<file path="src/rtl/multiplier_pkg.sv">
// Shared RISC-V M-extension definitions: op encodings, iteration count, FSM states
// and the operand magnitude helper.
package multiplier_pkg;

  typedef enum logic [1:0] {
    OpMul    = 2'b00,
    OpMulh   = 2'b01,
    OpMulhsu = 2'b10,
    OpMulhu  = 2'b11
  } m_op_e;

  localparam int unsigned MulIters = 32;
  localparam int unsigned CountW   = 5;

  typedef enum logic [1:0] {
    StIdle = 2'b00,
    StCalc = 2'b01,
    StFix  = 2'b10
  } mul_state_e;

  // Absolute value in 33 bits so that -2^31 maps to +2^31 without overflow.
  function automatic logic [32:0] magnitude(input logic [31:0] v, input logic is_signed);
    logic [32:0] ext;
    ext = {v[31], v};
    if (is_signed && v[31]) begin
      return ~ext + 33'd1;
    end
    return {1'b0, v};
  endfunction

endpackage

</file>
<file path="src/rtl/multiplier_negate.sv">
// Conditional two's-complement negator for the 64-bit product.
module mul_negate #(
  parameter int unsigned Width = 64
) (
  input  logic             neg_i,
  input  logic [Width-1:0] value_i,
  output logic [Width-1:0] value_o
);

  // Pass through or negate depending on the combined operand sign.
  always_comb begin
    value_o = value_i;
    if (neg_i) begin
      value_o = ~value_i + Width'(1);
    end
  end

endmodule

</file>
<file path="src/rtl/multiplier.sv">
// Radix-2 shift-add multiplier for MUL/MULH/MULHSU/MULHU: 32 add steps on operand
// magnitudes, then one sign-fix cycle that selects the requested product half.
module multiplier
  import multiplier_pkg::*;
#(
  parameter int unsigned XLEN = 32
) (
  input  logic            clk,
  input  logic            rst,
  input  logic            start,
  input  logic [1:0]      op,
  input  logic [XLEN-1:0] multiplicand,
  input  logic [XLEN-1:0] multiplier_in,
  output logic            busy,
  output logic            done,
  output logic [XLEN-1:0] result
);

  mul_state_e        state_q;
  m_op_e             op_q;
  logic [CountW-1:0] count_q;
  logic [63:0]       product_q;
  logic [32:0]       mcand_q;
  logic [32:0]       mplier_q;
  logic              neg_q;
  logic              busy_q;
  logic              done_q;
  logic [31:0]       result_q;

  m_op_e       op_in;
  logic        sign_a;
  logic        sign_b;
  logic [32:0] mag_a;
  logic [32:0] mag_b;
  logic        neg_d;
  logic [63:0] addend;
  logic [63:0] product_d;
  logic [63:0] fixed_product;

  // Operand conditioning at acceptance and the per-step accumulate.
  always_comb begin
    op_in     = m_op_e'(op);
    sign_a    = (op_in == OpMulh) || (op_in == OpMulhsu);
    sign_b    = (op_in == OpMulh);
    mag_a     = magnitude(multiplicand, sign_a);
    mag_b     = magnitude(multiplier_in, sign_b);
    neg_d     = (sign_a & multiplicand[31]) ^ (sign_b & multiplier_in[31]);
    // Multiplicand stays fixed; shifting it by the step index aligns it with the
    // multiplier bit currently at mplier_q[0].
    addend    = {31'd0, mcand_q} << count_q;
    product_d = product_q;
    if (mplier_q[0]) begin
      product_d = product_q + addend;
    end
  end

  mul_negate #(
    .Width(64)
  ) u_negate (
    .neg_i  (neg_q),
    .value_i(product_q),
    .value_o(fixed_product)
  );

  // Control FSM with all outputs registered.
  always_ff @(posedge clk or posedge rst) begin
    if (rst) begin
      state_q   <= StIdle;
      op_q      <= OpMul;
      count_q   <= '0;
      product_q <= '0;
      mcand_q   <= '0;
      mplier_q  <= '0;
      neg_q     <= 1'b0;
      busy_q    <= 1'b0;
      done_q    <= 1'b0;
      result_q  <= '0;
    end else begin
      done_q <= 1'b0;
      unique case (state_q)
        StIdle: begin
          if (start) begin
            op_q      <= op_in;
            mcand_q   <= mag_a;
            mplier_q  <= mag_b;
            neg_q     <= neg_d;
            count_q   <= '0;
            product_q <= '0;
            busy_q    <= 1'b1;
            state_q   <= StCalc;
          end
        end
        StCalc: begin
          product_q <= product_d;
          mplier_q  <= mplier_q >> 1;
          count_q   <= count_q + CountW'(1);
          if (count_q == CountW'(MulIters - 1)) begin
            state_q <= StFix;
          end
        end
        StFix: begin
          result_q <= (op_q == OpMul) ? fixed_product[31:0] : fixed_product[63:32];
          done_q   <= 1'b1;
          busy_q   <= 1'b0;
          state_q  <= StIdle;
        end
        default: begin
          state_q <= StIdle;
          busy_q  <= 1'b0;
        end
      endcase
    end
  end

  assign busy   = busy_q;
  assign done   = done_q;
  assign result = result_q;

endmodule

</file>
<file path="config.mk">
export PLATFORM = sky130hd
export DESIGN_NAME = multiplier
export DESIGN_NICKNAME = d
export VERILOG_FILES = /design/src/rtl/multiplier_pkg.sv /design/src/rtl/multiplier_negate.sv /design/src/rtl/multiplier.sv
export SDC_FILE = /design/constraint.sdc
export NUM_CORES = 1
export LEC_CHECK = 0
export ABC_CLOCK_PERIOD_IN_PS = 7400
export BUFFER_PORTS_ARGS = -buffer_cell sky130_fd_sc_hd__clkbuf_2
export CORE_ASPECT_RATIO = 1.2
export CORE_MARGIN = 4
export CORE_UTILIZATION = 60
export DETAILED_ROUTE_END_ITERATION = 10
export GPL_ROUTABILITY_DRIVEN = 0
export MAX_ROUTING_LAYER = met4
export PLACE_DENSITY_LB_ADDON = 0.25
export SYNTH_ARGS = -nofsm -noshare
export SYNTH_HDL_FRONTEND = slang
export SYNTH_HIERARCHICAL = 1
export SYNTH_SLANG_ARGS = --single-unit
</file>
<file path="constraint.sdc">
create_clock -name clk -period 7.4 [get_ports clk]
set_clock_uncertainty 0.2 [all_clocks]
set_input_delay 1.48 -clock clk [delete_from_list [all_inputs] [get_ports clk]]
set_output_delay 1.48 -clock clk [all_outputs]
set_load 0.02 [all_outputs]
</file>
==> run_results.csv <==
group,metric,value,unit
critical_path,endpoint_kind,"flop",
power,vdd_ir_drop_max,0.000276,V
synth,syn-num-nets,1959,
clock_network,post-cts-setup-buffers,0,
die,die_h,181,um
die,dieArea,27400,um^2
clock_network,cts_resized,0,
drt,vias_per_cell,6.37,
clock_network,cts.sinks,174,
critical_path,crit_top_cell,"a31oi_1",
synth,syn_area_per_cell,8.18,um^2
critical_path,worst-endpoint-required,7.50,ns
place,port_buffers,102,
clock_network,cts_buffers,17,
critical_path,critPathBufInv,0,
critical_path,crit_path_start_kind,"flop",
final_layout,utilization,66.5,%
outcome,status,"finished, final reports clean",
synth,yosysWarnings,6,
clock_network,tritoncts,"yes",
sta,final_max_slew_viol_count,0,
global_route,grt_max_degree,93,
power,power_leakage,7.00,nW
critical_path,criticalPathCategory,"reg -> reg",
critical_path,r2r_slack,1.90,ns
sta,rsz0062_at_grt,"no",
synth,synthDistinctLibCells,83,
global_route,grt_pass1_wl,66000,um
drt,dr.pass1.iters,5,
sta,hold_viol,0,
sta,min_period,5.50,ns
critical_path,cp_num_cells,17,
critical_path,cpLargestDelayFamily,"compound AO/OA/AOI/OAI gates",
clock_network,ctsHoldBuffers,0,
run,max_cap_viol_count,0,
global_route,antenna_found_initial,0,
global_route,first_global_vias,13100,
die,placeableCoreArea,24200,um^2
sta,relSlewSlack,24.0,%
sta,worstMarginPinSlew,1.14,ns
critical_path,reg2reg_depth,17,
die,row_count,62,
drt,via_count,13900,
synth,synth_ff_type,"dfrtp_1",
clock_network,clk_pin_slew_worst_paths,0.08,ns
synth,async_reset_ff_share,100,%
global_route,grt_use_total,30.4,%
final_layout,n_antenna_cell,0,
synth,synthCells,1820,
final_layout,syn2layout_area_growth,8.12,%
clock_network,clkLatencyLatePin,0.45,ns
critical_path,critical_path.max_fanout,44,
drt,drt_iter0_drc,1148,
clock_network,cts-htree-levels,4,
critical_path,critPathMaxStageDelay,1.06,ns
worst_hold_path,hold_path_class,"reg -> reg",
sta,max_freq,0.182,GHz
final_layout,final_nets,1987,
drt,ant_nets,0,
sta,period_share,74.4,%
synth,yosysSeqAreaShare,29.2,%
global_route,grt_overflow_total,0,
die,die_w,152,um
drt,wl,40300,um
place,dp_hpwl,30700,um
synth,syn_area,14900,um^2
final_layout,stdcell_area,16100,um^2
critical_path,cp_cell_sequence,"mux4_2 -> mux2i_1 -> nor2_1 -> a31oi_1 -> nor2_1 -> ha_1 -> a21oi_1 -> o21ai_1 -> a21oi_1 -> o221ai_1 -> a31oi_1 -> o21ai_2 -> a31oi_1 -> nand2_1 -> a21boi_0 -> xor2_1 -> o21ai_0",
worst_hold_path,hold_path_depth,2,
critical_path,slowest_stage,"dfrtp_2",
power,p_per_area,559,nW/um^2
sta,fin_setup_tns,0,ns
die,start_util,61.5,%
sta,setup_viol,0,
die,io_pins,103,
drt,routedWlPerCell,18.5,um
place,dpl_cell_area,15500,um^2
critical_path,cp.arrival,5.60,ns
clock_network,cts_root_buf,"clkbuf_16",
clock_network,cts.path.max_buffers,2,
synth,ys_ff_latch,174,
drt,drc,0,
synth,synth_enable_flop_cells,0,
final_layout,drive_gt1_share,12.0,%
-- through the flow --
step                      hold WS, ns  setup WS [ns]  power (mW)  instances
after floorplan                 0.246           1.00        6.46       1820
after global placement          0.260           2.19        7.77       2149
after detailed placement        0.269           2.08        7.90       2149
after CTS                       0.287           2.04        8.86       2181
after global routing            0.305           1.43        9.69       2181
final                           0.279           1.90        8.99       2181
-- worst paths after layout --
| check | start | end |
|---|---|---|
| max in group asynchronous | rst | product_q[42] |
| hold / removal | result[30] | result[30] |
| setup / recovery | count_q[0] | product_q[35] |
| setup reg to reg | count_q[0] | product_q[35] |
| min in group asynchronous | rst | mplier_q[9] |
| hold reg to reg | result[30] | result[30] |
-- metal layers --
layer	track usage, %	vias up	share of wire, %
met5	-	-	0
met4	16.9	0	5.9
met3	3.85	148	7.3
met2	46.8	635	46
met1	38.5	6473	41
li1	-	6633	-
-- cell families (layout without fill, tap and decap cells) --
family,Yosys count,count (layout),share of synthesized area (%)
mux,105,105,8.75
fa+ha+maj,70,70,5.93
simple gates,592,592,18.7
flops,174,174,29.2
compound gates,565,565,23.3
xor+xnor,179,179,10.5
buf+inv,135,176,3.58
-- cell type report --
class / instances / area (um^2)
Multi-Input combinational cell: 1511 / 10000
Fill cell: 2078 / 8110
Sequential cell: 174 / 4360
Timing Repair Buffer: 114 / 601
Clock buffer: 17 / 425
Tap cell: 320 / 400
Clock inverter: 15 / 166
Inverter: 30 / 118
-- worst reg2reg max path: cells and delay by family, from the launching register on --
| kind | cells | cell delay [ns] |
|---|---|---|
| mux | 2 | 0.86 |
| simple gates | 3 | 0.39 |
| flops | 1 | 1.06 |
| xor+xnor | 1 | 0.21 |
| fa+ha+maj | 1 | 0.41 |
| compound gates | 10 | 2.27 |
-- cells in the mapped netlist, types with 13 or more instances --
cell / instances / area share [%]
nor3_1: 23 / 0.77
mux2i_1: 75 / 5.0
or3_1: 18 / 0.76
nand3_1: 27 / 0.91
xnor2_1: 126 / 7.4
mux4_2: 19 / 2.9
nand4_1: 16 / 0.67
o21ai_0: 218 / 7.3
clkbuf_1: 82 / 2.1
a21o_1: 23 / 1.2
inv_1: 27 / 0.68
nor2_1: 111 / 2.8
ha_1: 69 / 5.8
nand2_1: 288 / 7.3
and2_1: 16 / 0.67
o31ai_1: 27 / 1.4
xor2_1: 53 / 3.1
a21oi_1: 120 / 4.0
nor2b_1: 13 / 0.55
a22oi_1: 25 / 1.3
o21ai_1: 20 / 0.67
nor4_1: 16 / 0.67
dfrtp_1: 174 / 29
a31oi_1: 15 / 0.63
nand2b_1: 13 / 0.55
o22ai_1: 29 / 1.2
-- sequential cells by signal, summed over array words and instances, names as in the netlist --
name and count:
result 32, product_q 64, neg_q 1, state_q 2, mplier_q 33, done 1, mcand_q 33, op_q 2
busy 1, count_q 5
-- cells in the final DEF, fill, tap and decap left out, drive strengths merged, types with 32 or more instances in the layout --
cell    netlist  final
dfrtp       174    174
mux2i        75     75
nor2        111    111
o31ai        32     32
inv          27     35
xor2         53     53
ha           69     69
clkbuf       82    119
xnor2       126    126
a21oi       122    122
nand2       289    289
o21ai       239    239
-- power by group --
| part | total, mW | internal (mW) | switching (mW) |
|---|---|---|---|
| clock network | 0.914 | 0.455 | 0.458 |
| logic | 6.14 | 2.48 | 3.66 |
| registers | 1.94 | 1.32 | 0.621 |
| total | 8.99 | 4.25 | 4.74 |
(Power assumes the default switching activity.)
